[src/rtl/uriscv_muldiv_arb.sv]
// rtl/uriscv_muldiv_arb.sv - two-port round-robin arbiter/sequencer for a shared muldiv unit (optional watchdog: UMD_ARB_TIMEOUT_EN)
module uriscv_muldiv_arb #(
    parameter int TIMEOUT_CYCLES = 40
) (
    input  logic        clk_i,
    input  logic        rst_i,

    input  logic        req0_valid_i,
    input  logic [2:0]  req0_op_i,
    input  logic [31:0] req0_ra_i,
    input  logic [31:0] req0_rb_i,
    output logic        req0_accept_o,
    output logic        resp0_valid_o,
    output logic [31:0] resp0_data_o,
    output logic        resp0_err_o,
    input  logic        flush0_i,

    input  logic        req1_valid_i,
    input  logic [2:0]  req1_op_i,
    input  logic [31:0] req1_ra_i,
    input  logic [31:0] req1_rb_i,
    output logic        req1_accept_o,
    output logic        resp1_valid_o,
    output logic [31:0] resp1_data_o,
    output logic        resp1_err_o,

    output logic        md_valid_o,
    output logic [7:0]  md_inst_o,
    output logic [31:0] md_ra_o,
    output logic [31:0] md_rb_o,
    input  logic        md_stall_i,
    input  logic        md_ready_i,
    input  logic [31:0] md_result_i,

    output logic        busy_o
);

    localparam logic [1:0] ST_IDLE  = 2'd0;
    localparam logic [1:0] ST_WAIT  = 2'd1;
    localparam logic [1:0] ST_DRAIN = 2'd2;

    logic [1:0]  state_q, state_d;
    logic        rr_ptr_q, rr_ptr_d;
    logic        owner_q, owner_d;
    logic        resp0_valid_q, resp0_valid_d;
    logic        resp1_valid_q, resp1_valid_d;
    logic        resp0_err_q, resp0_err_d;
    logic        resp1_err_q, resp1_err_d;
    logic [31:0] resp0_data_q, resp0_data_d;
    logic [31:0] resp1_data_q, resp1_data_d;

    logic        winner;
    logic        issue;
    logic [2:0]  sel_op;
    logic        timeout;

    // Arbitration: a lone requester wins, a tie goes to rr_ptr; nothing is offered while reset is held
    always_comb begin
        winner     = (req0_valid_i && req1_valid_i) ? rr_ptr_q : req1_valid_i;
        sel_op     = winner ? req1_op_i : req0_op_i;
        md_ra_o    = winner ? req1_ra_i : req0_ra_i;
        md_rb_o    = winner ? req1_rb_i : req0_rb_i;
        md_valid_o = (state_q == ST_IDLE) && !rst_i && (req0_valid_i || req1_valid_i);
        md_inst_o  = 8'd0;
        if (md_valid_o) begin
            md_inst_o[sel_op] = 1'b1;
        end
        issue         = md_valid_o && !md_stall_i;
        req0_accept_o = issue && !winner;
        req1_accept_o = issue && winner;
    end

`ifdef UMD_ARB_TIMEOUT_EN
    localparam int CW = $clog2(TIMEOUT_CYCLES + 1);
    // The counter reads k-1 in cycle k after issue; firing at TIMEOUT_CYCLES-2 puts the error pulse at cycle TIMEOUT_CYCLES
    localparam logic [CW-1:0] TO_LAST = CW'(TIMEOUT_CYCLES - 2);

    logic [CW-1:0] cnt_q, cnt_d;

    // Watchdog counter: cleared on issue, counts (saturating) while an operation is outstanding
    always_comb begin
        cnt_d = cnt_q;
        if (issue) begin
            cnt_d = '0;
        end else if (state_q != ST_IDLE && cnt_q != '1) begin
            cnt_d = cnt_q + 1'b1;
        end
        timeout = (state_q != ST_IDLE) && (cnt_q >= TO_LAST);
    end

    // Watchdog counter register
    always_ff @(posedge clk_i or posedge rst_i) begin
        if (rst_i) begin
            cnt_q <= '0;
        end else begin
            cnt_q <= cnt_d;
        end
    end
`else
    logic unused_timeout_cfg;
    assign unused_timeout_cfg = (TIMEOUT_CYCLES < 36);
    assign timeout = 1'b0;
`endif

    // Sequencer: issue, wait for the unit, route or discard its result
    always_comb begin
        state_d       = state_q;
        rr_ptr_d      = rr_ptr_q;
        owner_d       = owner_q;
        resp0_valid_d = 1'b0;
        resp1_valid_d = 1'b0;
        resp0_err_d   = 1'b0;
        resp1_err_d   = 1'b0;
        resp0_data_d  = resp0_data_q;
        resp1_data_d  = resp1_data_q;
        case (state_q)
            ST_IDLE: begin
                if (issue) begin
                    owner_d  = winner;
                    rr_ptr_d = !winner;
                    state_d  = ST_WAIT;
                end
            end
            ST_WAIT: begin
                if (flush0_i && !owner_q) begin
                    // A flush coinciding with the result simply drops it
                    state_d = md_ready_i ? ST_IDLE : ST_DRAIN;
                end else if (md_ready_i) begin
                    state_d = ST_IDLE;
                    if (owner_q) begin
                        resp1_valid_d = 1'b1;
                        resp1_data_d  = md_result_i;
                    end else begin
                        resp0_valid_d = 1'b1;
                        resp0_data_d  = md_result_i;
                    end
                end else if (timeout) begin
                    state_d = ST_IDLE;
                    if (owner_q) begin
                        resp1_valid_d = 1'b1;
                        resp1_err_d   = 1'b1;
                        resp1_data_d  = 32'd0;
                    end else begin
                        resp0_valid_d = 1'b1;
                        resp0_err_d   = 1'b1;
                        resp0_data_d  = 32'd0;
                    end
                end
            end
            ST_DRAIN: begin
                if (md_ready_i || timeout) begin
                    state_d = ST_IDLE;
                end
            end
            default: state_d = ST_IDLE;
        endcase
    end

    // State and response registers
    always_ff @(posedge clk_i or posedge rst_i) begin
        if (rst_i) begin
            state_q       <= ST_IDLE;
            rr_ptr_q      <= 1'b0;
            owner_q       <= 1'b0;
            resp0_valid_q <= 1'b0;
            resp1_valid_q <= 1'b0;
            resp0_err_q   <= 1'b0;
            resp1_err_q   <= 1'b0;
            resp0_data_q  <= 32'd0;
            resp1_data_q  <= 32'd0;
        end else begin
            state_q       <= state_d;
            rr_ptr_q      <= rr_ptr_d;
            owner_q       <= owner_d;
            resp0_valid_q <= resp0_valid_d;
            resp1_valid_q <= resp1_valid_d;
            resp0_err_q   <= resp0_err_d;
            resp1_err_q   <= resp1_err_d;
            resp0_data_q  <= resp0_data_d;
            resp1_data_q  <= resp1_data_d;
        end
    end

    assign resp0_valid_o = resp0_valid_q;
    assign resp1_valid_o = resp1_valid_q;
    assign resp0_err_o   = resp0_err_q;
    assign resp1_err_o   = resp1_err_q;
    assign resp0_data_o  = resp0_data_q;
    assign resp1_data_o  = resp1_data_q;
    assign busy_o        = (state_q != ST_IDLE);

endmodule

[config.mk]
export PLATFORM = sky130hd
export DESIGN_NAME = uriscv_muldiv_arb
export DESIGN_NICKNAME = d
export VERILOG_FILES = /design/src/rtl/uriscv_muldiv_arb.sv
export SDC_FILE = /design/constraint.sdc
export NUM_CORES = 1
export LEC_CHECK = 0
export CORE_AREA = 2 2 122 124
export DETAILED_ROUTE_END_ITERATION = 8
export DIE_AREA = 0 0 124 126
export PLACE_DENSITY = 0.75
export SLEW_MARGIN = 25
export SYNTH_ARGS = -nofsm -noshare
export SYNTH_HDL_FRONTEND = slang
export SYNTH_SLANG_ARGS = --single-unit
[constraint.sdc]
create_clock -name clk_i -period 2.5 [get_ports clk_i]
set_clock_uncertainty 0.1 [all_clocks]
set_input_delay 0.625 -clock clk_i [delete_from_list [all_inputs] [get_ports clk_i]]
set_output_delay 0.625 -clock clk_i [all_outputs]
set_load 0.005 [all_outputs]
Word-level counts from Yosys, hierarchy flattened
Cells that the tools add are included.

storage, ports and cells
  bits in latches = 0
  memory bits (read-only) = 0
  input port bits = 173
  RAM bits = 0
  memories = 0
  register bits = 70
  logic and storage cells = 52
  output and inout port bits = 144

cells by class
  add/sub/neg operators = 0
  multipliers = 0
  equality and inequality tests = 3
  magnitude comparators = 2
  shift operators = 0
  divide/modulo/power cells = 0
  bitwise gates (word level) = 2
  mux-type cells = 20
  reduce and logical (&&, ||, !) cells = 18

operators by type and width
  cell                                                                                 number
  32-bit two-way mux                                                                   2
  1-bit two-way mux                                                                    10
  1-bit logical AND                                                                    8
  2-bit two-way mux                                                                    4
  8-bit two-way mux                                                                    1
  4-bit AND reduction                                                                  2
  2-bit case mux with 3 select lines                                                   1
  1-bit zero test                                                                      4
  3-bit by 4-bit less-than comparator with 1-bit output, second input constant         1
  1-bit demux with 3-bit select                                                        1
  3-bit by 1-bit greater-or-equal comparator with 1-bit output, second input constant  1
  3-bit two-way mux                                                                    1
  2-bit by 1-bit equality test with 1-bit output, second input constant                1
  2-bit equality test, second input constant                                           1
  2-bit zero test                                                                      1
  2-bit inequality test, second input constant                                         1
  1-bit NOT                                                                            2
  2-bit AND reduction                                                                  1
  2-bit nonzero test                                                                   1
  1-bit logical OR                                                                     1

Longest topological paths before layout
Gate-level depths: netlist (run 1).

  word-level depth = 8
  gate-level depth with buffers = 5
  mapped depth without buffers = 4

Worst setup path after synthesis (run 1)
No wires, ideal clock.

  path kind = input to output
  start point = in req0_valid_i
  end point = out md_inst_o[1]
  path buffers = 0
  data required time = 1.775 ns
  stages on the path = 4
  arrival = 1.609 ns
  slack = 0.166 ns
  path through = inv_2 > o21ai_4 > mux2i_1 > nor4b_1

on the way
  word-level cells in the longest chain between the ends = 8
  elaborated cells between the ends (all ways) = 11
  classes of those cells = order compare (2); mux (5); reduce/logical (4)

RTL lines
  element                                                                                                                                                             line  text
  from (decl)                                                                                                                                                         8     input logic req0_valid_i,
  1-bit logical AND                                                                                                                                                   59    winner = (req0_valid_i && req1_valid_i) ? rr_ptr_q : req1_valid_i;
  1-bit two-way mux                                                                                                                                                   59
  3-bit two-way mux                                                                                                                                                   60    sel_op = winner ? req1_op_i : req0_op_i;
  3-bit by 4-bit less-than comparator with 1-bit output (implied by the code) / 3-bit by 1-bit greater-or-equal comparator with 1-bit output (equally long branches)  66    md_inst_o[sel_op] = 1'b1;
  1-bit logical AND (implied by the code)                                                                                                                             66
  1-bit two-way mux (implied by the code)                                                                                                                             66
  1-bit demux with 3-bit select                                                                                                                                       66
  8-bit two-way mux (*)                                                                                                                                               65    if (md_valid_o) begin
  to (decl)                                                                                                                                                           28    output logic [7:0] md_inst_o,

Every way passes the cells marked *; elsewhere a longest branch is shown, timed or not.

Worst setup path after layout (run 1)
  start point = reg rr_ptr_q
  end point = out md_rb_o[17]

on the way
  word-level cells in the longest chain between the ends = 2

RTL lines
  element                 line  text
  from (decl)             43    logic rr_ptr_q, rr_ptr_d;
  from (signal assigned)  173   rr_ptr_q <= rr_ptr_d;
  1-bit two-way mux       59
  32-bit two-way mux      62    md_rb_o = winner ? req1_rb_i : req0_rb_i;
  to (decl)               30    output logic [31:0] md_rb_o,

No other way between the ends.

==> results.json, run 1 <==
{
  "reg2reg_depth": 5,
  "syn_area_um2": 3600,
  "htreeDepth": 3,
  "antenna_found_initial": 5,
  "fin_ws_ns": -0.167,
  "r2r_start": "state_q[1]",
  "areaGrowthSynthToFinish_pct": 132,
  "grt_pass1_wl_mm": 24.2,
  "fin_crit_ns": 2.67,
  "outcome": "complete, but fails checks",
  "grt_use_total": 0.212,
  "arrival_ns": 1.94,
  "critPathLaunch": "rr_ptr_q",
  "hold_viol_final": 0,
  "cts_buffer_depth": 2,
  "required_ns": 1.77,
  "cp-endpoint": "md_rb_o[17]",
  "layout.nets": 794,
  "cts-buffers-inserted": 9,
  "nFillCells": 1136,
  "final_common_cell": "clkdlybuf4s50_1",
  "cts.sinks": 70,
  "ys_types": 26,
  "ant_nets": 0,
  "yosysSeqAreaShare": 0.486,
  "post_route_cells_drive_above_1_share": 0.482,
  "regArea_um2": 1750,
  "peakVddDrop_mv": 0.320,
  "overflow": 0,
  "timing.fmax_ghz": 0.375,
  "initial_core_util": 0.252,
  "vias_per_cell": 4.58,
  "cts_root_buf": "clkbuf_16",
  "avgRoutedWirePerCell_um": 20.9,
  "synth_top_area_frac": 0.486,
  "synthCells": 252,
  "path_common_cell": "buf_12",
  "finalMaxSlewViolations": 0,
  "drc": 0,
  "slowest_delay_ns": 0.41,
  "hp-class": "input port to asynchronous set/reset pin",
  "finalSetupViolCount": 66,
  "io_buffers": 314,
  "grt_setup_unrepaired": "true",
  "fin_crit_sh": 1.07,
  "maxCapViolations": 0,
  "startpoint_type": "flip-flop",
  "yosys_warnings": 0,
  "syn_area_per_cell_um2": 14.3,
  "regToRegSetupSlack_ns": 0.75,
  "die_area_um2": 15600,
  "path_max_fanout": 7,
  "slowest_stage": "dfrtp_1",
  "synth_area_leaders": "dfrtp_1 (49%), mux2_2 (40%), buf_6 (3.1%), nor4b_1 (0.97%), mux2i_1 (0.83%)",
  "grt_max_degree": 52,
  "placementRows": 44,
  "whs_ns": 0.400,
  "path_cells": "o21ai_4, buf_6, buf_12, buf_12, buf_16, buf_4, mux2_2, buf_2",
  "power_leakage_nw": 3.81,
  "grt_pass1_vias": 3995,
  "routabilityCongestion": 0.888,
  "dp_hpwl_mm": 12.5,
  "p_per_area_nw_per_um2": 765,
  "layout_common_cells": "clkdlybuf4s50_1 (234), buf_6 (88), dfrtp_1 (70)",
  "firstDrtPassIters": 4,
  "dieHeight_um": 126,
  "clkTransAtPathRegs_ns": 0.06,
  "ys_seq_elements": 70,
  "core-area_um2": 14300,
  "ioPinCount": 317,
  "cts_tree": "done",
  "insertion_delay_ns": 0.32,
  "critical_path_class": "flip-flop to output port",
  "multi_input_area_um2": 2050,
  "tns_ns": -4.90,
  "fp.dieW_um": 124,
  "violations": "negative setup slack",
  "synth.largest_area_cell": "dfrtp_1",
  "vias": 3735,
  "routed_wl_mm": 17.0,
  "end_kind": "output port",
  "drt-initial-drc-count": 164,
  "r2r-end": "resp0_data_o[25]"
}
metal layers:
layer,global-route usage,wire [µm]
met1,0.219,5930
met2,0.386,9290
met3,0.0562,1190
met4,0.110,636
met5,0,0
critical path, delay by kind of cell, from the launching register on:
kind,cells,cell delay [ns]
buf+inv,6,0.71
compound gates,1,0.17
flops,1,0.41
mux,1,0.31
cell usage after synthesis:
cell and number:
nor3_1 2, clkbuf_1 1, buf_4 3, and2_1 1, inv_2 1, a21oi_1 1, dfrtp_1 70, nor4_1 2
nor2_1 2, o21ai_0 3, nor4b_1 4, nand3b_1 1, mux2_2 129, and2b_1 1, buf_2 2, or2_2 1
nand2b_1 2, conb_1 1, and4_1 2, buf_6 10, nand3_2 2, o21ai_4 1, o21ba_2 1, o22ai_1 1
mux2i_1 3, inv_1 5
sequential cells by signal (all words and copies together), names as in the netlist:
signal	cells
owner_q	1
resp0_data_o	32
resp0_valid_o	1
resp1_data_o	32
resp1_valid_o	1
rr_ptr_q	1
state_q	2
logic make-up (layout without fill, tap and decap cells):
| family | Yosys count | after routing | share of synthesized area |
|---|---|---|---|
| AO/OA/AOI/OAI | 7 | 7 | 0.0146 |
| flip-flops | 70 | 70 | 0.486 |
| other | 1 | 7 | 0.00104 |
| multiplexers | 132 | 132 | 0.411 |
| AND/OR/NAND/NOR | 20 | 20 | 0.0396 |
| buffers and inverters | 22 | 395 | 0.0476 |
metrics by stage:
stage | setup slack (ns) | area (µm²) | util | total power, mW | instances
2_1_floorplan | 0.00679 | 3610 | - | 2.70 | 253
3_3_place_gp | -1.12 | 7020 | 0.490 | 4.39 | 755
3_5_place_dp | -1.13 | 7020 | 0.490 | 4.46 | 755
4_1_cts | -0.190 | 8270 | 0.578 | 6.43 | 808
5_1_grt | -0.226 | 8380 | 0.585 | 6.74 | 815
6_report | -0.167 | 8380 | 0.585 | 6.41 | 815
how the worst min path moves through the flow:
| stage | depth (start not counted) | endpoint | from | slack [ns] |
|---|---|---|---|---|
| final | 3 | state_q[1] | rst_i | 0.40 |
| after global routing | 1 | resp1_data_o[8] | resp1_data_o[8] | 0.41 |
| after CTS | 3 | state_q[1] | rst_i | 0.39 |
| after detailed placement | 1 | resp1_data_o[1] | resp1_data_o[1] | 0.39 |
| after global placement | 1 | resp0_data_o[14] | resp0_data_o[14] | 0.39 |
| after floorplan | 1 | resp0_data_o[0] | resp0_data_o[0] | 0.40 |
area by class of cell:
class | instances | share of cell area
multi-input cells | 161 | 0.245
repair buffers | 373 | 0.470
well taps | 184 | 0.0275
inverters | 6 | 0.00299
diodes | 5 | 0.00149
clock inverters | 5 | 0.0154
flip-flops and latches | 70 | 0.209
clock buffers | 11 | 0.0290
report_power, final:
part	switching (mW)	internal (mW)
sequential	0.277	1.65
clock	0.453	1.11
combinational	0.839	2.08
timing repair:
item,in CTS,in global routing
setup endpoints to repair,75,74
gates cloned,7,1
hold buffers,0,0
pin swaps,11,2
gates resized for setup,473,30
setup buffers,32,6
(Power assumes the default switching activity.)
==> run 2, diff against run 1 <==
- CAP_MARGIN: not set -> 25
==> results of run 2 <==
Final layout, timing and power as in run 1 (identical DEF).
==> run 3, diff against run 2 <==
- CTS_CLUSTER_DIAMETER: not set -> 50
- RECOVER_POWER: not set -> 25
==> run 3 against run 2 <==
Net effect:
- the flow still finishes with violations (negative setup slack)
- flip-flop and latch count is the same
- register-to-register slack is essentially flat
- global-route usage is the same
- critical path depth is the same
- largest cell class unchanged
==> results.json, run 3 (synthesized netlist as in run 1, its figures left out) <==
{
  "post_route_cells_drive_above_1_share": 0.478,
  "multi_input_area_um2": 2050,
  "arrival_ns": 1.94,
  "firstDrtPassIters": 4,
  "clkTransAtPathRegs_ns": 0.06,
  "cts_root_buf": "clkbuf_16",
  "slowest_stage": "dfrtp_1",
  "critical_path_class": "flip-flop to output port",
  "routed_wl_mm": 17.1,
  "outcome": "complete, but fails checks",
  "ioPinCount": 317,
  "antenna_found_initial": 5,
  "layout_common_cells": "clkdlybuf4s50_1 (234), buf_6 (88), dfrtp_1 (70)",
  "required_ns": 1.77,
  "dp_hpwl_mm": 12.5,
  "p_per_area_nw_per_um2": 766,
  "fp.dieW_um": 124,
  "initial_core_util": 0.252,
  "placementRows": 44,
  "grt_use_total": 0.212,
  "layout.nets": 794,
  "startpoint_type": "flip-flop",
  "power_leakage_nw": 3.81,
  "fin_crit_sh": 1.07,
  "peakVddDrop_mv": 0.321,
  "crit_buf_inv": 6,
  "maxCapViolations": 0,
  "tns_ns": -4.90,
  "path_common_cell": "buf_12",
  "slowest_delay_ns": 0.41,
  "slew-limit-headroom": 0.539,
  "cts-buffers-inserted": 9,
  "final_common_cell": "clkdlybuf4s50_1",
  "path_cells": "o21ai_4, buf_6, buf_12, buf_12, buf_16, buf_4, mux2_2, buf_2",
  "path_max_fanout": 7,
  "drt-initial-drc-count": 174,
  "cts_buffer_depth": 2,
  "io_buffers": 314,
  "drc": 0,
  "grt_pass1_wl_mm": 24.2,
  "insertion_delay_ns": 0.32,
  "finalSetupViolCount": 66,
  "cts.sinks": 70,
  "core-area_um2": 14300,
  "die_area_um2": 15600,
  "overflow": 0,
  "stdcell_count": 815,
  "avgRoutedWirePerCell_um": 20.9,
  "timing.fmax_ghz": 0.375,
  "fin_ws_ns": -0.166,
  "regArea_um2": 1750,
  "vias": 3733,
  "fin_crit_ns": 2.67,
  "hp-class": "flip-flop to flip-flop",
  "cp_top_family": "buffers and inverters",
  "tightest_slew_ns": 0.691,
  "finalMaxSlewViolations": 0,
  "grt_pass1_vias": 3995,
  "hold_viol_final": 0,
  "end_kind": "output port",
  "grt_max_degree": 52,
  "routabilityCongestion": 0.888,
  "grt_setup_unrepaired": "true",
  "htreeDepth": 3,
  "dieHeight_um": 126,
  "areaGrowthSynthToFinish_pct": 132,
  "ant_nets": 0,
  "nFillCells": 1137,
  "violations": "negative setup slack",
  "vias_per_cell": 4.58,
  "dp.cells": 755,
  "cts_tree": "done"
}
## run 3: layout make-up
cell class | instances | share of cell area
Inverter | 6 | 0.00299
Tap cell | 184 | 0.0275
Multi-Input combinational cell | 161 | 0.245
Clock inverter | 5 | 0.0154
Clock buffer | 11 | 0.0290
Antenna cell | 5 | 0.00150
Timing Repair Buffer | 373 | 0.469
Sequential cell | 70 | 0.210
## run 3: final timing paths
check,startpoint,end,slack (ns),cells after the start
worst max-delay path,rr_ptr_q,md_rb_o[17],-0.17,8
max in group asynchronous,rst_i,resp1_data_o[22],0.55,4
worst max register to register,state_q[1],resp0_data_o[25],0.75,5
min in group asynchronous,rst_i,state_q[1],0.58,3
worst min register to register,resp1_data_o[8],resp1_data_o[8],0.40,1
worst min-delay path,resp1_data_o[8],resp1_data_o[8],0.40,1
## run 3: metrics by stage
step | area, µm² | util | total power, mW | hold slack (ns) | setup slack, ns
2_1_floorplan | 3610 | - | 2.70 | 0.404 | 0.00679
3_3_place_gp | 7020 | 0.490 | 4.39 | 0.386 | -1.12
3_5_place_dp | 7020 | 0.490 | 4.46 | 0.393 | -1.13
4_1_cts | 8270 | 0.578 | 6.43 | 0.395 | -0.190
6_report | 8360 | 0.584 | 6.40 | 0.400 | -0.166
5_1_grt | 8360 | 0.584 | 6.74 | 0.414 | -0.226
## run 3: report_power, final
| group | total, mW | switching (mW) | internal (mW) |
|---|---|---|---|
| sequential | 1.93 | 0.278 | 1.65 |
| clock | 1.56 | 0.453 | 1.11 |
| combinational | 2.92 | 0.838 | 2.08 |
## run 3: metal layers
metal	GRT usage	routed length, µm
met1	0.219	5900
met2	0.386	9340
met3	0.0562	1210
met4	0.110	623
met5	0	0
## run 3: repair_timing
| item | 4_1_cts | 5_1_grt |
|---|---|---|
| hold buffers | 0 | 0 |
| gates cloned | 7 | 1 |
| gates resized for setup | 473 | 30 |
| setup buffers | 32 | 6 |
| setup endpoints to repair | 75 | 74 |
| pin swaps | 11 | 2 |
